`config.mk`:
```
export PLATFORM = sky130hd
export DESIGN_NAME = i2lbs_scan_controller
export DESIGN_NICKNAME = d
export VERILOG_FILES = /design/src/rtl/haar_pkg.sv /design/src/rtl/i2lbs_scan_controller_raster_counter.sv /design/src/rtl/i2lbs_scan_controller.sv
export SDC_FILE = /design/constraint.sdc
export NUM_CORES = 1
export LEC_CHECK = 0
export CAP_MARGIN = 20
export CORE_ASPECT_RATIO = 0.7
export CORE_MARGIN = 2
export CORE_UTILIZATION = 50
export CTS_CLUSTER_SIZE = 30
export DETAILED_ROUTE_END_ITERATION = 6
export PLACE_DENSITY = 0.77
export SETUP_SLACK_MARGIN = 0.3
export SYNTH_ARGS = -nofsm -noshare
export SYNTH_HDL_FRONTEND = slang
export SYNTH_SLANG_ARGS = --single-unit
```
`constraint.sdc`:
```
create_clock -name clk_os -period 2.8 [get_ports clk_os]
set_input_delay 0.28 -clock clk_os [delete_from_list [all_inputs] [get_ports clk_os]]
set_output_delay 0.28 -clock clk_os [all_outputs]
set_load 0.03 [all_outputs]
```
`src/rtl/haar_pkg.sv`:
```
// Shared types and default geometry for the Haar front end: scan FSM states,
// pixel width, default window/frame sizes and the fill-count helper.
package haar_pkg;

  typedef enum logic [1:0] {IDLE, FILL, SCAN, DONE} state_t;

  localparam int DATA_WIDTH_12       = 12;
  localparam int DEF_INTEGRAL_WIDTH  = 3;
  localparam int DEF_INTEGRAL_HEIGHT = 3;
  localparam int DEF_FRAME_WIDTH     = 10;
  localparam int DEF_FRAME_HEIGHT    = 10;
  localparam int DEF_COORD_WIDTH     = 12;

  // Pixels the line buffer must absorb before its first complete window.
  function automatic int fill_count(input int frame_width, input int integral_width,
                                    input int integral_height);
    return frame_width * (integral_height - 1) + integral_width;
  endfunction

endpackage

```
`src/rtl/i2lbs_scan_controller_raster_counter.sv`:
```
// Raster column/row counter: advances on enable, wraps at the frame edge and
// flags the last column and the last pixel of the frame.
module raster_counter #(
  parameter int COLS = 10,
  parameter int ROWS = 10,
  parameter int CW   = 12
) (
  input  logic          clk,
  input  logic          rst,
  input  logic          clear,
  input  logic          en,
  output logic [CW-1:0] col,
  output logic [CW-1:0] row,
  output logic          last_col,
  output logic          last_pixel
);

  localparam logic [CW-1:0] COL_MAX = CW'(COLS - 1);
  localparam logic [CW-1:0] ROW_MAX = CW'(ROWS - 1);

  assign last_col   = (col == COL_MAX);
  assign last_pixel = last_col && (row == ROW_MAX);

  always_ff @(posedge clk or posedge rst) begin
    if (rst) begin
      col <= '0;
      row <= '0;
    end else if (clear) begin
      col <= '0;
      row <= '0;
    end else if (en) begin
      if (last_col) begin
        col <= '0;
        row <= last_pixel ? '0 : row + 1'b1;
      end else begin
        col <= col + 1'b1;
      end
    end
  end

endmodule

```
`src/rtl/i2lbs_scan_controller.sv`:
```
// Frame sequencer for the integral-image line buffer: pixel handshake, memory
// write strobe, raster tracking and the two-stage window strobe pipeline.
module i2lbs_scan_controller #(
  parameter int DATA_WIDTH_12       = haar_pkg::DATA_WIDTH_12,
  parameter int INTEGRAL_WIDTH      = haar_pkg::DEF_INTEGRAL_WIDTH,
  parameter int INTEGRAL_HEIGHT     = haar_pkg::DEF_INTEGRAL_HEIGHT,
  parameter int FRAME_CAMERA_WIDTH  = haar_pkg::DEF_FRAME_WIDTH,
  parameter int FRAME_CAMERA_HEIGHT = haar_pkg::DEF_FRAME_HEIGHT,
  parameter int COORD_WIDTH         = haar_pkg::DEF_COORD_WIDTH
) (
  input  logic                     clk_os,
  input  logic                     reset_os,
  input  logic                     i_frame_start,
  input  logic [DATA_WIDTH_12-1:0] i_pixel,
  input  logic                     i_pixel_valid,
  output logic                     o_pixel_ready,
  input  logic                     i_classifier_ready,
  output logic                     o_mem_wen,
  output logic [DATA_WIDTH_12-1:0] o_mem_pixel,
  output logic                     o_mem_flush,
  output logic                     o_window_valid,
  output logic [COORD_WIDTH-1:0]   o_window_x,
  output logic [COORD_WIDTH-1:0]   o_window_y,
  output logic                     o_frame_done,
  output logic                     o_busy,
  output haar_pkg::state_t         o_state
);
  import haar_pkg::*;

  if ((longint'(FRAME_CAMERA_WIDTH) >= (longint'(1) << COORD_WIDTH)) ||
      (longint'(FRAME_CAMERA_HEIGHT) >= (longint'(1) << COORD_WIDTH))) begin : g_bad_coord
    $error("frame dimensions do not fit in COORD_WIDTH");
  end
  if ((INTEGRAL_WIDTH > FRAME_CAMERA_WIDTH) || (INTEGRAL_HEIGHT > FRAME_CAMERA_HEIGHT)) begin : g_bad_win
    $error("window larger than frame");
  end

  localparam logic [COORD_WIDTH-1:0] WIN_COL_MIN   = COORD_WIDTH'(INTEGRAL_WIDTH - 1);
  localparam logic [COORD_WIDTH-1:0] WIN_ROW_MIN   = COORD_WIDTH'(INTEGRAL_HEIGHT - 1);
  localparam logic [COORD_WIDTH-1:0] FILL_LAST_COL = COORD_WIDTH'(INTEGRAL_WIDTH - 2);

  state_t                 state_q, state_d;
  logic [COORD_WIDTH-1:0] col, row;
  logic                   last_col, last_pixel;
  logic                   accept, win_hit;
  logic                   win_p1;
  logic [COORD_WIDTH-1:0] win_x_p1, win_y_p1;

  raster_counter #(
    .COLS (FRAME_CAMERA_WIDTH),
    .ROWS (FRAME_CAMERA_HEIGHT),
    .CW   (COORD_WIDTH)
  ) u_raster (
    .clk        (clk_os),
    .rst        (reset_os),
    .clear      (i_frame_start),
    .en         (accept),
    .col        (col),
    .row        (row),
    .last_col   (last_col),
    .last_pixel (last_pixel)
  );

  // Handshake: a pixel transfers on a cycle where i_pixel_valid and
  // o_pixel_ready are both high; ready never depends on valid.
  assign accept  = i_pixel_valid && o_pixel_ready;
  assign win_hit = accept && (col >= WIN_COL_MIN) && (row >= WIN_ROW_MIN);

  always_comb begin
    state_d       = state_q;
    o_pixel_ready = 1'b0;
    unique case (state_q)
      FILL: begin
        o_pixel_ready = 1'b1;
        if (accept && last_pixel) state_d = DONE;
        else if (accept && row == WIN_ROW_MIN && col == FILL_LAST_COL) state_d = SCAN;
      end
      SCAN: begin
        o_pixel_ready = i_classifier_ready;
        if (accept && last_pixel) state_d = DONE;
      end
      DONE:    state_d = IDLE;
      default: state_d = state_q;
    endcase
    // A new frame overrides everything, including a half-scanned one.
    if (i_frame_start) begin
      o_pixel_ready = 1'b0;
      state_d       = FILL;
    end
  end

  always_ff @(posedge clk_os or posedge reset_os) begin
    if (reset_os) begin
      state_q        <= IDLE;
      o_mem_wen      <= 1'b0;
      o_mem_pixel    <= '0;
      o_mem_flush    <= 1'b0;
      win_p1         <= 1'b0;
      win_x_p1       <= '0;
      win_y_p1       <= '0;
      o_window_valid <= 1'b0;
      o_window_x     <= '0;
      o_window_y     <= '0;
    end else begin
      state_q     <= state_d;
      o_mem_flush <= i_frame_start;
      o_mem_wen   <= accept;
      if (accept) o_mem_pixel <= i_pixel;
      win_p1 <= win_hit && !i_frame_start;
      if (win_hit) begin
        win_x_p1 <= col - WIN_COL_MIN;
        win_y_p1 <= row - WIN_ROW_MIN;
      end
      // Second stage lines the strobe up with the memory's post-write outputs.
      o_window_valid <= win_p1 && !i_frame_start;
      if (win_p1 && !i_frame_start) begin
        o_window_x <= win_x_p1;
        o_window_y <= win_y_p1;
      end
    end
  end

  assign o_frame_done = (state_q == DONE);
  assign o_busy       = (state_q == FILL) || (state_q == SCAN);
  assign o_state      = state_q;

endmodule

```
==> impl_summary.txt <==
----------------------------------------------------
[Run status]
  Run status ... finished clean

[Yosys]
  Adder and majority cell fraction of the synthesized area ... 0.0367
  Synthesized-area fraction occupied by and/or/nand/nor cells ... 0.195
  Leading post-synthesis cells by instance count ... 90 x dfrtp_1, 56 x nand2_1, 43 x nor2_1
  Post-synthesis share of cell area spent on xor and xnor gates ... 0.0474
  Synthesized instance count ... 434
  Combined area of all synthesized cells ... 4440 um^2
  Dominant cell type by area after synthesis ... dfrtp_1
  Main combinational cell family by area after synthesis ... simple AND/OR/NAND/NOR gates
  Most used flip-flop cell after synthesis ... dfrtp_1
  Register area share after synthesis ... 0.508
  Post-synth EDFFs ... 0
  Synth warn ... 0
  Library cell with the highest instance count after synthesis ... dfrtp_1
  Syn avg cell area ... 10.2 um^2
  Count of distinct cell types in the synthesized netlist ... 53
  Multiplexer fraction of the synthesized cell area ... 0.0685
  Compound-Gate Fraction of Synth Area ... 0.0920
  Synthesized Nets ... 464
  Post-synthesis async set-or-reset flop share ... 1.00
  Post-synthesis sequential element count ... 90
  Top area cells in the synthesized netlist ... dfrtp_1 51%, mux2_2 6.9%, nand2_1 4.7%
  Share of Yosys cell area claimed by the top area cell type ... 0.508

[Placement]
  DP Area ... 5170 um^2
  Number of buffer cells added on primary ports ... 60
  Gp weighted congestion ... 0.888
  Detailed placement HPWL ... 7020 um

[Timing]
  Worst-Margin Slew ... 0.680 ns
  Final-report setup violation count ... 0
  Slew Limit Fails ... 0
  Unrepaired setup endpoints after global routing ... no
  Hold violation total from the final report ... 0
  Timing-limited maximum frequency ... 413 MHz
  Rel. slew slack ... 0.546
  Setup Skew ... 0.00635 ns
  Post-route minimum period ... 2.42 ns
  Total negative slack for setup checks ... 0 ns
  Final worst-path cycle share ... 0.864

[Worst hold path]
  Worst min-delay path category ... in -> async

[Detailed routing]
  Number of nets with antenna violations after routing ... 0
  DRC violation count after routing ... 0
  Post-DR vias/cell ... 5.42
  Average wire per cell in the routed design ... 16.0 um
  Number of DRC markers in iteration 0 ... 325
  Routed Wire Length ... 9960 um
  Routed vias ... 3381
  First-pass detailed-route iteration total ... 5

[Critical path]
  Reg-to-reg critical path startpoint ... u_raster.col[5]
  Worst R2R End ... u_raster.row[7]
  Max Fanout on Critical Path ... 8
  Crit path kind ... reg -> reg
  Minimum setup slack among reg-to-reg paths ... 0.38 ns
  CP required ... 3.07 ns
  Kind of end point of the critical path ... flip-flop
  Depth of the most critical reg-to-reg path ... 5
  Arrival time of data at the critical path endpoint ... 2.69 ns
  Critical Path Source Type ... flip-flop

[Power and ir drop]
  Areal power density over the cells ... 533 nW/um^2
  Maximum vdd ir drop ... 0.412 mV
  Static Leak ... 2.50 nW
  Overall Power ... 2.95 mW

[Layout]
  Fill cell instance count of the final layout ... 711
  Layout cell share with drive strength beyond 1 ... 0.167
  Number of nets in the layout ... 529
  Antenna diode instance count ... 0
  Synth-to-layout area growth ... 24.7%
  Cell area after layout ... 5530 um^2

[Floorplan]
  Starting utilization of the core area ... 0.519
  Ports placed on the boundary ... 61
  Die height ... 82.8 um
  Row count ... 28
  Die Outline Area ... 9650 um^2
  DIE WIDTH ... 117 um
  Floorplan core area ... 8550 um^2

[GRT]
  Wire length of the first global-routing pass ... 16200 um
  Largest net degree at the start of global routing ... 33
  Vias in the first global route ... 3189
  Global-route usage over all layers ... 0.215
  Number of antenna violations at the first check in global routing ... 0
  Total gr overflow ... 0

[Clocking]
  Clock latency reported for the late side of the worst-skew pair ... 0.35 ns
  Number of levels in the clock H-tree ... 3
  CTS Hold Bufs ... 0
  Number of clock buffers inserted by TritonCTS ... 9
  Clock transition at the registers of the reported paths ... 0.07 ns
  Buffers from clock root to sink, at most ... 2
  CTS tree ... yes
  Buffer cell driving the clock tree root ... clkbuf_16
  Clock sinks ... 90

[Flow run]
  Maximum capacitance violations ... 0

----------------------------------------------------
==> what timing repair did <==
action	CTS	global route
resized for setup	0	10
buffers inserted	0	5
endpoints found under the setup margin	0	31
==> sequential cells by signal (all words and copies together) (netlist names) <==
| register | flops |
|---|---|
| o_mem_pixel | 12 |
| win_y_p1 | 12 |
| win_x_p1 | 12 |
| o_mem_flush | 1 |
| u_raster.col | 12 |
| o_mem_wen | 1 |
| u_raster.row | 12 |
| o_window_y | 12 |
| o_state | 2 |
| win_p1 | 1 |
| o_window_x | 12 |
| o_window_valid | 1 |
==> power breakdown <==
group | internal (mW) | switching [mW]
combinational | 0.140 | 0.193
clock | 0.645 | 0.549
sequential | 1.38 | 0.0450
==> worst max-delay path by stage <==
stage                               start          endpoint  cells past startpoint
final                     u_raster.col[5]   u_raster.row[7]                      5
after floorplan                o_state[0]   u_raster.row[4]                      9
after global placement      i_pixel_valid  u_raster.row[10]                      7
after detailed placement       o_state[0]  u_raster.row[10]                      8
after CTS                      o_state[0]  u_raster.row[10]                      8
after global routing      u_raster.col[5]   u_raster.row[7]                      5
==> layout make-up <==
type | instances | area, um^2 | area share
Sequential cell | 90 | 2260 | 0.408
Multi-Input combinational cell | 302 | 1980 | 0.358
Timing Repair Buffer | 79 | 778 | 0.141
Clock buffer | 10 | 239 | 0.0432
Tap cell | 120 | 150 | 0.0271
Inverter | 17 | 71.3 | 0.0129
Clock inverter | 6 | 53.8 | 0.00973
==> placed cells by master, fill, tap and decap left out, drive strengths merged, types with 2 or more instances in the layout <==
| cell | count |
|---|---|
| o21ai | 11 |
| and4 | 2 |
| a31oi | 2 |
| or4 | 7 |
| xnor2 | 17 |
| nor4 | 3 |
| buf | 19 |
| and2 | 2 |
| nor3b | 4 |
| inv | 20 |
| clkinvlp | 3 |
| nor3 | 10 |
| nor4b | 3 |
| and3 | 3 |
| ha | 13 |
| a21oi | 41 |
| a21o | 2 |
| nor2 | 43 |
| nor2b | 4 |
| nand4 | 7 |
| xor2 | 7 |
| nand2 | 57 |
| mux2 | 27 |
| nand3 | 11 |
| clkbuf | 10 |
| dfrtp | 90 |
| o31a | 2 |
| or3 | 10 |
| or4b | 2 |
| clkdlybuf4s50 | 59 |
==> critical path, stage by stage, from the launching register on <==
cell and delay, ns:
dfrtp_2 0.46, or4_4 0.56, nor4_4 0.37, nand3_2 0.23
or4b_1 0.57, a21oi_1 0.16
==> metal layers <==
layer,part of all wire,GRT usage
met1,0.50,0.336
met5,0,0
met3,0.069,0.0657
met2,0.42,0.291
met4,0.0094,0.0535
==> logic make-up after synthesis <==
kind of cell	after synthesis
compound gates	68
mux	27
flops	90
fa+ha+maj	13
buf+inv	42
simple gates	170
xor+xnor	24
==> through the flow <==
stage | std cells | hold WS [ns] | worst slack [ns] | util
final | 624 | 0.379 | 0.380 | 0.647
after global routing | 624 | 0.436 | 0.288 | 0.647
after CTS | 619 | 0.400 | 0.314 | 0.639
after detailed placement | 603 | 0.462 | 0.336 | 0.604
after global placement | 603 | 0.458 | 0.434 | 0.604
after floorplan | 434 | 0.311 | 0.417 | -
Note: power is estimated with default switching activity, not from simulation.
